**config.mk**
```make
export PLATFORM = sky130hd
export DESIGN_NAME = motor_duty_ramp
export DESIGN_NICKNAME = d
export VERILOG_FILES = /design/src/rtl/motor_duty_ramp.sv
export SDC_FILE = /design/constraint.sdc
export NUM_CORES = 1
export LEC_CHECK = 0
export CORE_MARGIN = 1
export CORE_UTILIZATION = 25
export CTS_BUF_LIST = sky130_fd_sc_hd__clkbuf_4 sky130_fd_sc_hd__clkbuf_8 sky130_fd_sc_hd__clkbuf_16
export DETAILED_ROUTE_END_ITERATION = 8
export SYNTH_ARGS = -nofsm -noshare
export SYNTH_HDL_FRONTEND = slang
export SYNTH_SLANG_ARGS = --single-unit
```
**constraint.sdc**
```tcl
create_clock -name clk -period 7.92 [get_ports clk]
set_input_delay 1.188 -clock clk [delete_from_list [all_inputs] [get_ports clk]]
set_output_delay 1.188 -clock clk [all_outputs]
set_load 0.03 [all_outputs]
```
**src/rtl/motor_duty_ramp.sv**
```systemverilog
// motor_duty_ramp
//   Slew-rate limiter and direction sequencer placed in front of the 8-bit
//   PWM generator. A signed speed command is latched, and the unsigned duty
//   walks toward its magnitude by at most STEP every STEP_DIV clocks. A change
//   of direction is never made at non-zero duty: the duty is ramped to zero,
//   the bridge is braked for DEAD_TICKS ramp ticks, and only then does the
//   direction line flip.
//
// Parameters
//   STEP_DIV   clocks per ramp tick (>= 2)
//   STEP       maximum duty change per ramp tick (1..255)
//   DEAD_TICKS ramp ticks of braking at zero duty before a reversal (>= 1)
//
// Ports
//   clk        system clock
//   rst        synchronous, active-high reset
//   cmd        signed speed command (two's complement, -256..255, + = forward)
//   cmd_vld    single-cycle strobe, cmd sampled when high
//   estop      emergency stop (only when DUTY_RAMP_ESTOP_EN is defined)
//   duty       unsigned duty to the PWM generator
//   fwd        bridge direction, 1 = forward
//   brake      bridge brake, high during the reversal dead time
//   at_target  duty and direction match the latched command
//
// Optional feature
//   Define DUTY_RAMP_ESTOP_EN to add the estop input. While estop is high the
//   duty is forced to zero with the brake applied and the dead counter frozen;
//   when it falls the block resumes in RUN and ramps up from zero.

module motor_duty_ramp #(
  parameter int STEP_DIV   = 256,
  parameter int STEP       = 4,
  parameter int DEAD_TICKS = 8
) (
  input  logic       clk,
  input  logic       rst,
  input  logic [8:0] cmd,
  input  logic       cmd_vld,
`ifdef DUTY_RAMP_ESTOP_EN
  input  logic       estop,
`endif
  output logic [7:0] duty,
  output logic       fwd,
  output logic       brake,
  output logic       at_target
);

  localparam int PW = (STEP_DIV > 2) ? $clog2(STEP_DIV) : 1;
  localparam int DW = (DEAD_TICKS > 1) ? $clog2(DEAD_TICKS + 1) : 1;

  localparam logic [PW-1:0] PRESC_MAX = PW'(STEP_DIV - 1);
  localparam logic [DW-1:0] DEAD_MAX  = DW'(DEAD_TICKS);
  localparam logic [8:0]    STEP9     = 9'(STEP);
  localparam logic [7:0]    STEP8     = 8'(STEP);

  // ST_ESTOP_HOLD is only ever entered when the estop feature is built in.
  typedef enum logic [1:0] {
    ST_RUN        = 2'd0,
    ST_REV_DECEL  = 2'd1,
    ST_REV_DEAD   = 2'd2,
    ST_ESTOP_HOLD = 2'd3
  } state_t;

  state_t          state_q, state_d;
  logic [7:0]      duty_q, duty_d;
  logic            fwd_q, fwd_d;
  logic            brake_q, brake_d;
  logic            at_target_q, at_target_d;
  logic [7:0]      tgt_mag_q, tgt_mag_d;
  logic            tgt_fwd_q, tgt_fwd_d;
  logic [PW-1:0]   presc_q, presc_d;
  logic [DW-1:0]   dead_cnt_q, dead_cnt_d;

  logic            tick;
  logic            want_rev;
  logic [8:0]      cmd_neg;
  logic [7:0]      cmd_mag;
  logic            cmd_dir;
  logic [8:0]      diff_up;
  logic [8:0]      diff_dn;
  logic [8:0]      duty_up9;
  logic [7:0]      ramp_val;
  logic [7:0]      dec_val;
  logic [7:0]      decel_duty;

  assign tick     = (presc_q == PRESC_MAX);
  assign want_rev = (tgt_mag_q != 8'd0) && (tgt_fwd_q != fwd_q);

  // Command decode: magnitude with -256 clamped to 255, and a zero command
  // keeps the current direction so that it can never start a reversal.
  always_comb begin
    cmd_neg = (~cmd) + 9'd1;
    cmd_mag = 8'd0;
    if (cmd[8]) begin
      cmd_mag = cmd_neg[8] ? 8'hFF : cmd_neg[7:0];
    end else begin
      cmd_mag = cmd[7:0];
    end
    cmd_dir = (cmd == 9'd0) ? fwd_q : ~cmd[8];
  end

  // Candidate duty values. Differences are taken in 9 bits so the step can
  // clip exactly at the target without overshoot or wrap-around.
  always_comb begin
    diff_up  = {1'b0, tgt_mag_q} - {1'b0, duty_q};
    diff_dn  = {1'b0, duty_q} - {1'b0, tgt_mag_q};
    duty_up9 = {1'b0, duty_q} + STEP9;
    ramp_val = duty_q;
    if (duty_q < tgt_mag_q) begin
      ramp_val = (diff_up <= STEP9) ? tgt_mag_q : duty_up9[7:0];
    end else if (duty_q > tgt_mag_q) begin
      ramp_val = (diff_dn <= STEP9) ? tgt_mag_q : (duty_q - STEP8);
    end
    dec_val    = ({1'b0, duty_q} <= STEP9) ? 8'd0 : (duty_q - STEP8);
    decel_duty = tick ? dec_val : duty_q;
  end

  // Next-state logic. The FSM acts on the targets registered before this
  // edge, so a command arriving together with a tick only counts from the
  // following tick.
  always_comb begin
    state_d    = state_q;
    duty_d     = duty_q;
    fwd_d      = fwd_q;
    brake_d    = brake_q;
    dead_cnt_d = dead_cnt_q;
    presc_d    = tick ? '0 : (presc_q + PW'(1));
    tgt_mag_d  = tgt_mag_q;
    tgt_fwd_d  = tgt_fwd_q;

    if (cmd_vld) begin
      tgt_mag_d = cmd_mag;
      tgt_fwd_d = cmd_dir;
    end

    case (state_q)
      ST_RUN: begin
        if (want_rev) begin
          state_d = ST_REV_DECEL;
        end else if (tick) begin
          duty_d = ramp_val;
        end
      end

      ST_REV_DECEL: begin
        if (!want_rev) begin
          state_d = ST_RUN;
          if (tick) begin
            duty_d = ramp_val;
          end
        end else begin
          duty_d = decel_duty;
          if (decel_duty == 8'd0) begin
            state_d    = ST_REV_DEAD;
            brake_d    = 1'b1;
            dead_cnt_d = '0;
          end
        end
      end

      ST_REV_DEAD: begin
        duty_d = 8'd0;
        if (!want_rev) begin
          state_d = ST_RUN;
          brake_d = 1'b0;
          if (tick) begin
            duty_d = ramp_val;
          end
        end else if (dead_cnt_q == DEAD_MAX) begin
          state_d = ST_RUN;
          brake_d = 1'b0;
          fwd_d   = ~fwd_q;
        end else if (tick) begin
          dead_cnt_d = dead_cnt_q + DW'(1);
        end
      end

      default: begin
        // Leaving the estop hold: restart from zero duty in RUN.
        state_d = ST_RUN;
        brake_d = 1'b0;
        duty_d  = 8'd0;
      end
    endcase

`ifdef DUTY_RAMP_ESTOP_EN
    // Emergency stop overrides the sequencer; only the command latch and the
    // prescaler keep running, and the dead counter holds its value.
    if (estop) begin
      state_d    = ST_ESTOP_HOLD;
      duty_d     = 8'd0;
      brake_d    = 1'b1;
      fwd_d      = fwd_q;
      dead_cnt_d = dead_cnt_q;
    end
`endif

    at_target_d = (state_d == ST_RUN) && (duty_d == tgt_mag_d) &&
                  ((tgt_mag_d == 8'd0) || (tgt_fwd_d == fwd_d));
  end

  // State and output registers.
  always_ff @(posedge clk) begin
    if (rst) begin
      state_q     <= ST_RUN;
      duty_q      <= 8'd0;
      fwd_q       <= 1'b1;
      brake_q     <= 1'b0;
      at_target_q <= 1'b1;
      tgt_mag_q   <= 8'd0;
      tgt_fwd_q   <= 1'b1;
      presc_q     <= '0;
      dead_cnt_q  <= '0;
    end else begin
      state_q     <= state_d;
      duty_q      <= duty_d;
      fwd_q       <= fwd_d;
      brake_q     <= brake_d;
      at_target_q <= at_target_d;
      tgt_mag_q   <= tgt_mag_d;
      tgt_fwd_q   <= tgt_fwd_d;
      presc_q     <= presc_d;
      dead_cnt_q  <= dead_cnt_d;
    end
  end

  assign duty      = duty_q;
  assign fwd       = fwd_q;
  assign brake     = brake_q;
  assign at_target = at_target_q;

endmodule
```
== Word-level counts from Yosys, hierarchy flattened ==
Index checks and enable logic that the tools add are counted.
Widths: inputs -> output; s select.

* Mux-type cells: 37
* Add/subtract/negate cells: 7
* Magnitude comparators: 5
* Bitwise gates (word level): 4
* Equal/unequal tests: 13
* Reduce and logical (&&, ||, !) cells: 14

{| class="wikitable"
|+ Operators with widths
! operator !! count
|-
| $mux 8 || 14
|-
| $pmux 8 s3 || 1
|-
| $mux 4 || 5
|-
| $le 9x3->1 const B || 2
|-
| $sub 8x8->9 || 2
|-
| $logic_not 8->1 || 2
|-
| $mux 2 || 5
|-
| $ne 2x2->1 const B || 5
|-
| $add 9x1->9 const B || 1
|-
| $logic_not 9->1 || 1
|-
| $mux 1 || 9
|-
| $not 9->9 || 1
|-
| $add 8x1->8 const B || 1
|-
| $add 8x3->8 const B || 1
|-
| $eq 8x8->1 || 1
|-
| $eq 8x8->1 const B || 1
|-
| $gt 8x8->1 || 1
|-
| $le 8x3->1 const B || 1
|-
| $lt 8x8->1 || 1
|-
| $pmux 4 s2 || 1
|-
| $reduce_bool 8->1 || 1
|-
| $sub 8x3->8 const B || 1
|-
| $pmux 2 s3 || 1
|-
| $reduce_and 6->1 || 1
|-
| 15 further kinds || 20
|}

* Register bits after elaboration: 34
* Input bits: 12
* Logic and storage cells: 89

== Logic depth before layout (Yosys ltp) ==
* Word-level depth: 11
* Gate-level depth with buffers: 16
* Mapped depth without buffers: 16

== Worst setup path before layout ==
Ideal clock, no wire load.

* Kind: input-to-reg
* Start point: input port cmd[0]
* End point: register at_target_q (netlist: at_target)
* Arrival time: 4.188 ns
* Stages on the path: 15
* Library setup time: 0.096 ns
* Setup slack: 3.636 ns
* Required time: 7.824 ns
* Path through: inv_1 -> ha_1 -> nand2b_1 -> nand2b_1 -> nor4_1 -> ha_1 -> inv_1 -> o211ai_1 -> o21ai_0 -> mux2_1 -> a2111o_1 -> nor3_1 -> o211ai_1 -> or4b_1 -> o41ai_2

* Word-level cells in the longest chain between the ends: 8

{| class="wikitable"
|+ Ends and longest elaborated chain
! element !! line !! RTL
|-
| start: declaration || 37 || <nowiki>input logic [8:0] cmd,</nowiki>
|-
| $not 9->9 || 92 || <nowiki>cmd_neg = (~cmd) + 9'd1;</nowiki>
|-
| $add 9x1->9 || 92 ||
|-
| $mux 8 || 95 || <nowiki>cmd_mag = cmd_neg[8] ? 8'hFF : cmd_neg[7:0];</nowiki>
|-
| $mux 8 || 94 || <nowiki>if (cmd[8]) begin</nowiki>
|-
| $mux 8 || 131 || <nowiki>if (cmd_vld) begin</nowiki>
|-
| $eq 8x8->1 or $logic_not 8->1 (tied branches) || 198, 199 ||
|-
| $logic_and 1x1->1 or $logic_or 1x1->1 (tied branches) || 198, 199 ||
|-
| $logic_and 1x1->1 * || 198 || <nowiki>at_target_d = (state_d == ST_RUN) && (duty_d == tgt_mag_d) &&</nowiki>
|-
| end signal: assignment || 219 || <nowiki>at_target_q <= at_target_d;</nowiki>
|-
| end: declaration || 68 || <nowiki>logic at_target_q, at_target_d;</nowiki>
|}

Mark *: on every way between the ends. The rest lies on a longest branch, timed or not.
A chain may end at the register's enable or synchronous reset.

== Worst setup path in the final report ==
Ends and elaborated chain as after synthesis.

==> results.json <==
{
  "worstMarginPinSlew_ns": 1.08,
  "ys_types": 73,
  "min_period_ns": 4.91,
  "slew_violations": 0,
  "power.density_nw_per_um2": 136,
  "hold_ws_ns": 0.489,
  "path_cells": "clkdlybuf4s50_1, inv_1, ha_1, nand2b_1, nand2b_1, nor4_1, ha_1, nor2_1, nand3_1, o211ai_1, o21ai_0, nor4_1, a31oi_1, nor3_1, o211ai_1, or4b_1, o41ai_2",
  "drc_errors": 0,
  "diodes": 0,
  "cts_max_level": 2,
  "synthFlopType": "dfxtp_1",
  "yosysSeqAreaShare_pct": 19.6,
  "dr.first_iter.drc_count": 320,
  "slowest_delay_ns": 0.49,
  "final_nets": 524,
  "status": "finished, final reports clean",
  "syn_nets": 525,
  "area_delta_synth_final_pct": 13.0,
  "hpwl_um": 7990,
  "placed_area_um2": 3770,
  "vdd_drop_max_v": 0.000112,
  "cts_made_buffers": 5,
  "syn_area_per_cell_um2": 7.10,
  "place.gp.congestion": 0.893,
  "drive_above_1_share_pct": 4.29,
  "critical_path_arrival_ns": 5.08,
  "ios": 23,
  "setup_slack_ns": 3.01,
  "port_buffers": 22,
  "p_leak_nw": 1.46,
  "ctsRootBufferMaster": "clkbuf_16",
  "synth-async-reset-ratio_pct": 0,
  "ctsResizeCount": 0,
  "rows": 42,
  "fin_cells": 665,
  "synth_commonest_cells": "51 x nor2_1, 40 x nand2_1, 34 x dfxtp_1, 33 x o21ai_0, 32 x a21oi_1",
  "drt_wl_total_um": 10400,
  "clock_skew_ns": 0.00172,
  "crit_required_ns": 8.09,
  "synth-edff-count": 0,
  "cts_buffer_depth": 2,
  "postCtsSetupBuffers": 0,
  "clock-sinks": 34,
  "core_area_um2": 13400,
  "critPathSlowestCell": "or4b_1",
  "grt_max_degree": 23,
  "yosysWarnings": 0,
  "finalSetupViolCount": 0,
  "cts_hold_buf": 0,
  "ys_ff_latch": 34,
  "grt_pass1_wl_um": 17200,
  "clk_latency_ns": 0.27,
  "track_usage_pct": 14.6,
  "ant_nets": 0,
  "end_kind": "register",
  "dieArea_um2": 14400,
  "fin_tns_setup_ns": 0,
  "relSlewSlack_pct": 28.1,
  "fin_crit_sh_pct": 62.0,
  "antenna_found_initial": 0,
  "fmax_mhz": 204,
  "vias_per_cell": 5.50,
  "finalPower_uw": 532,
  "die_y_um": 120,
  "hold_class": "reg2reg",
  "pre_cts_slack_ns": 2.76,
  "grt_overflow_total": 0,
  "final_util_pct": 29.3,
  "die_x_um": 120,
  "dr_total_vias": 3655,
  "rsz0062_at_grt": "no",
  "synthCells": 489,
  "clk_pin_slew_ns": 0.05,
  "wl_per_cell_um": 15.7,
  "synth_area_um2": 3470,
  "start_kind": "input port",
  "cap_violations": 0,
  "grt_pass1_vias": 3530,
  "final_cell_area_um2": 3920,
  "synth_top_cell_area_share_pct": 19.6,
  "netlist_top_cells_area": "dfxtp_1 20%, ha_1 8.7%, nor2_1 5.5%",
  "start_util_pct": 25.9,
  "place_inst": 657,
  "synth_largest_area_cell": "dfxtp_1",
  "worstPathMaxFanout": 5,
  "hold_viol_final": 0,
  "synth.most_common_cell": "nor2_1",
  "dr.pass1.iters": 7,
  "cts_tree": "done",
  "path_class": "in2reg"
}
-- worst max-delay path, delay by kind of cell --
kind / cells / cell delay, ns
and+or+nand+nor: 8 / 1.92
AOI/OAI and AO/OA: 5 / 0.96
buffers and inverters: 2 / 0.50
adders and majority gates: 2 / 0.50
-- cell usage in the layout (no fill, tap or decap), types with 3 or more instances in the layout --
| master | Yosys | layout |
|---|---|---|
| a211oi_1 | 4 | 4 |
| and2_1 | 5 | 5 |
| a31oi_1 | 10 | 10 |
| and3_1 | 7 | 7 |
| o22ai_1 | 6 | 6 |
| o21a_1 | 3 | 3 |
| nor2b_1 | 6 | 6 |
| nand4_1 | 9 | 9 |
| nor2_1 | 51 | 51 |
| o2111ai_1 | 3 | 3 |
| a21oi_1 | 32 | 32 |
| o21ai_1 | 3 | 3 |
| o21ai_0 | 33 | 33 |
| ha_1 | 24 | 24 |
| o31ai_1 | 4 | 4 |
| nor3_1 | 23 | 23 |
| inv_1 | 30 | 30 |
| dfxtp_1 | 34 | 34 |
| nor4_1 | 7 | 7 |
| nand2_1 | 40 | 40 |
| o211ai_1 | 7 | 7 |
| clkbuf_16 | 0 | 5 |
| a21o_1 | 5 | 5 |
| mux2i_1 | 6 | 6 |
| nand2b_1 | 8 | 8 |
| nor3b_1 | 4 | 4 |
| xor2_1 | 9 | 9 |
| clkdlybuf4s50_1 | 0 | 22 |
| nand3_1 | 15 | 15 |
| and4_1 | 3 | 3 |
| xnor2_1 | 12 | 12 |
| o221ai_1 | 4 | 4 |
-- logic make-up (layout without fill, tap and decap cells) --
kind of cell	count (synthesis)	after routing	synth area share [%]
xor gates and xnor gates	21	21	5.30
and+or+nand+nor	194	194	28.3
AOI/OAI and AO/OA	146	146	28.5
muxes	7	7	2.05
buffers and inverters	63	63	7.61
DFF	34	34	19.6
adders and majority gates	24	24	8.65
-- registers in the layout, summed over array words and instances (netlist names) --
signal	cells
tgt_mag_q	8
dead_cnt_q	4
brake	1
at_target	1
duty	8
fwd	1
tgt_fwd_q	1
presc_q	8
state_q	2
-- worst paths after layout --
| kind | depth (start not counted) | startpoint | slack, ns | endpoint |
|---|---|---|---|---|
| worst max-delay path | 17 | cmd[0] | 3.01 | at_target |
| worst max register to register | 11 | duty[6] | 3.02 | at_target |
| worst min register to register | 1 | presc_q[0] | 0.49 | presc_q[0] |
| worst min-delay path | 1 | presc_q[0] | 0.49 | presc_q[0] |
-- power breakdown --
| group | internal (mW) | switching, mW |
|---|---|---|
| Clock | 0.128 | 0.0666 |
| Combinational | 0.0591 | 0.0915 |
| Sequential | 0.177 | 0.00956 |
-- per-layer routing --
layer | up-vias | global-route usage [%] | share of wire, %
met5 | - | 0 | 0
met4 | 0 | 4.38 | 1.9
met3 | 21 | 2.80 | 6.1
met2 | 127 | 23.6 | 45
met1 | 1719 | 19.5 | 47
li1 | 1788 | - | -
-- cell type report --
cell class | instances | area [um2]
clock buffers | 7 | 146
multi-input cells | 392 | 2530
fillers | 1476 | 9480
flip-flops and latches | 34 | 681
repair buffers | 22 | 220
well taps | 176 | 220
inverters | 33 | 124
clock inverters | 1 | 5.00
No activity file was read; power rests on OpenSTA's default activity.
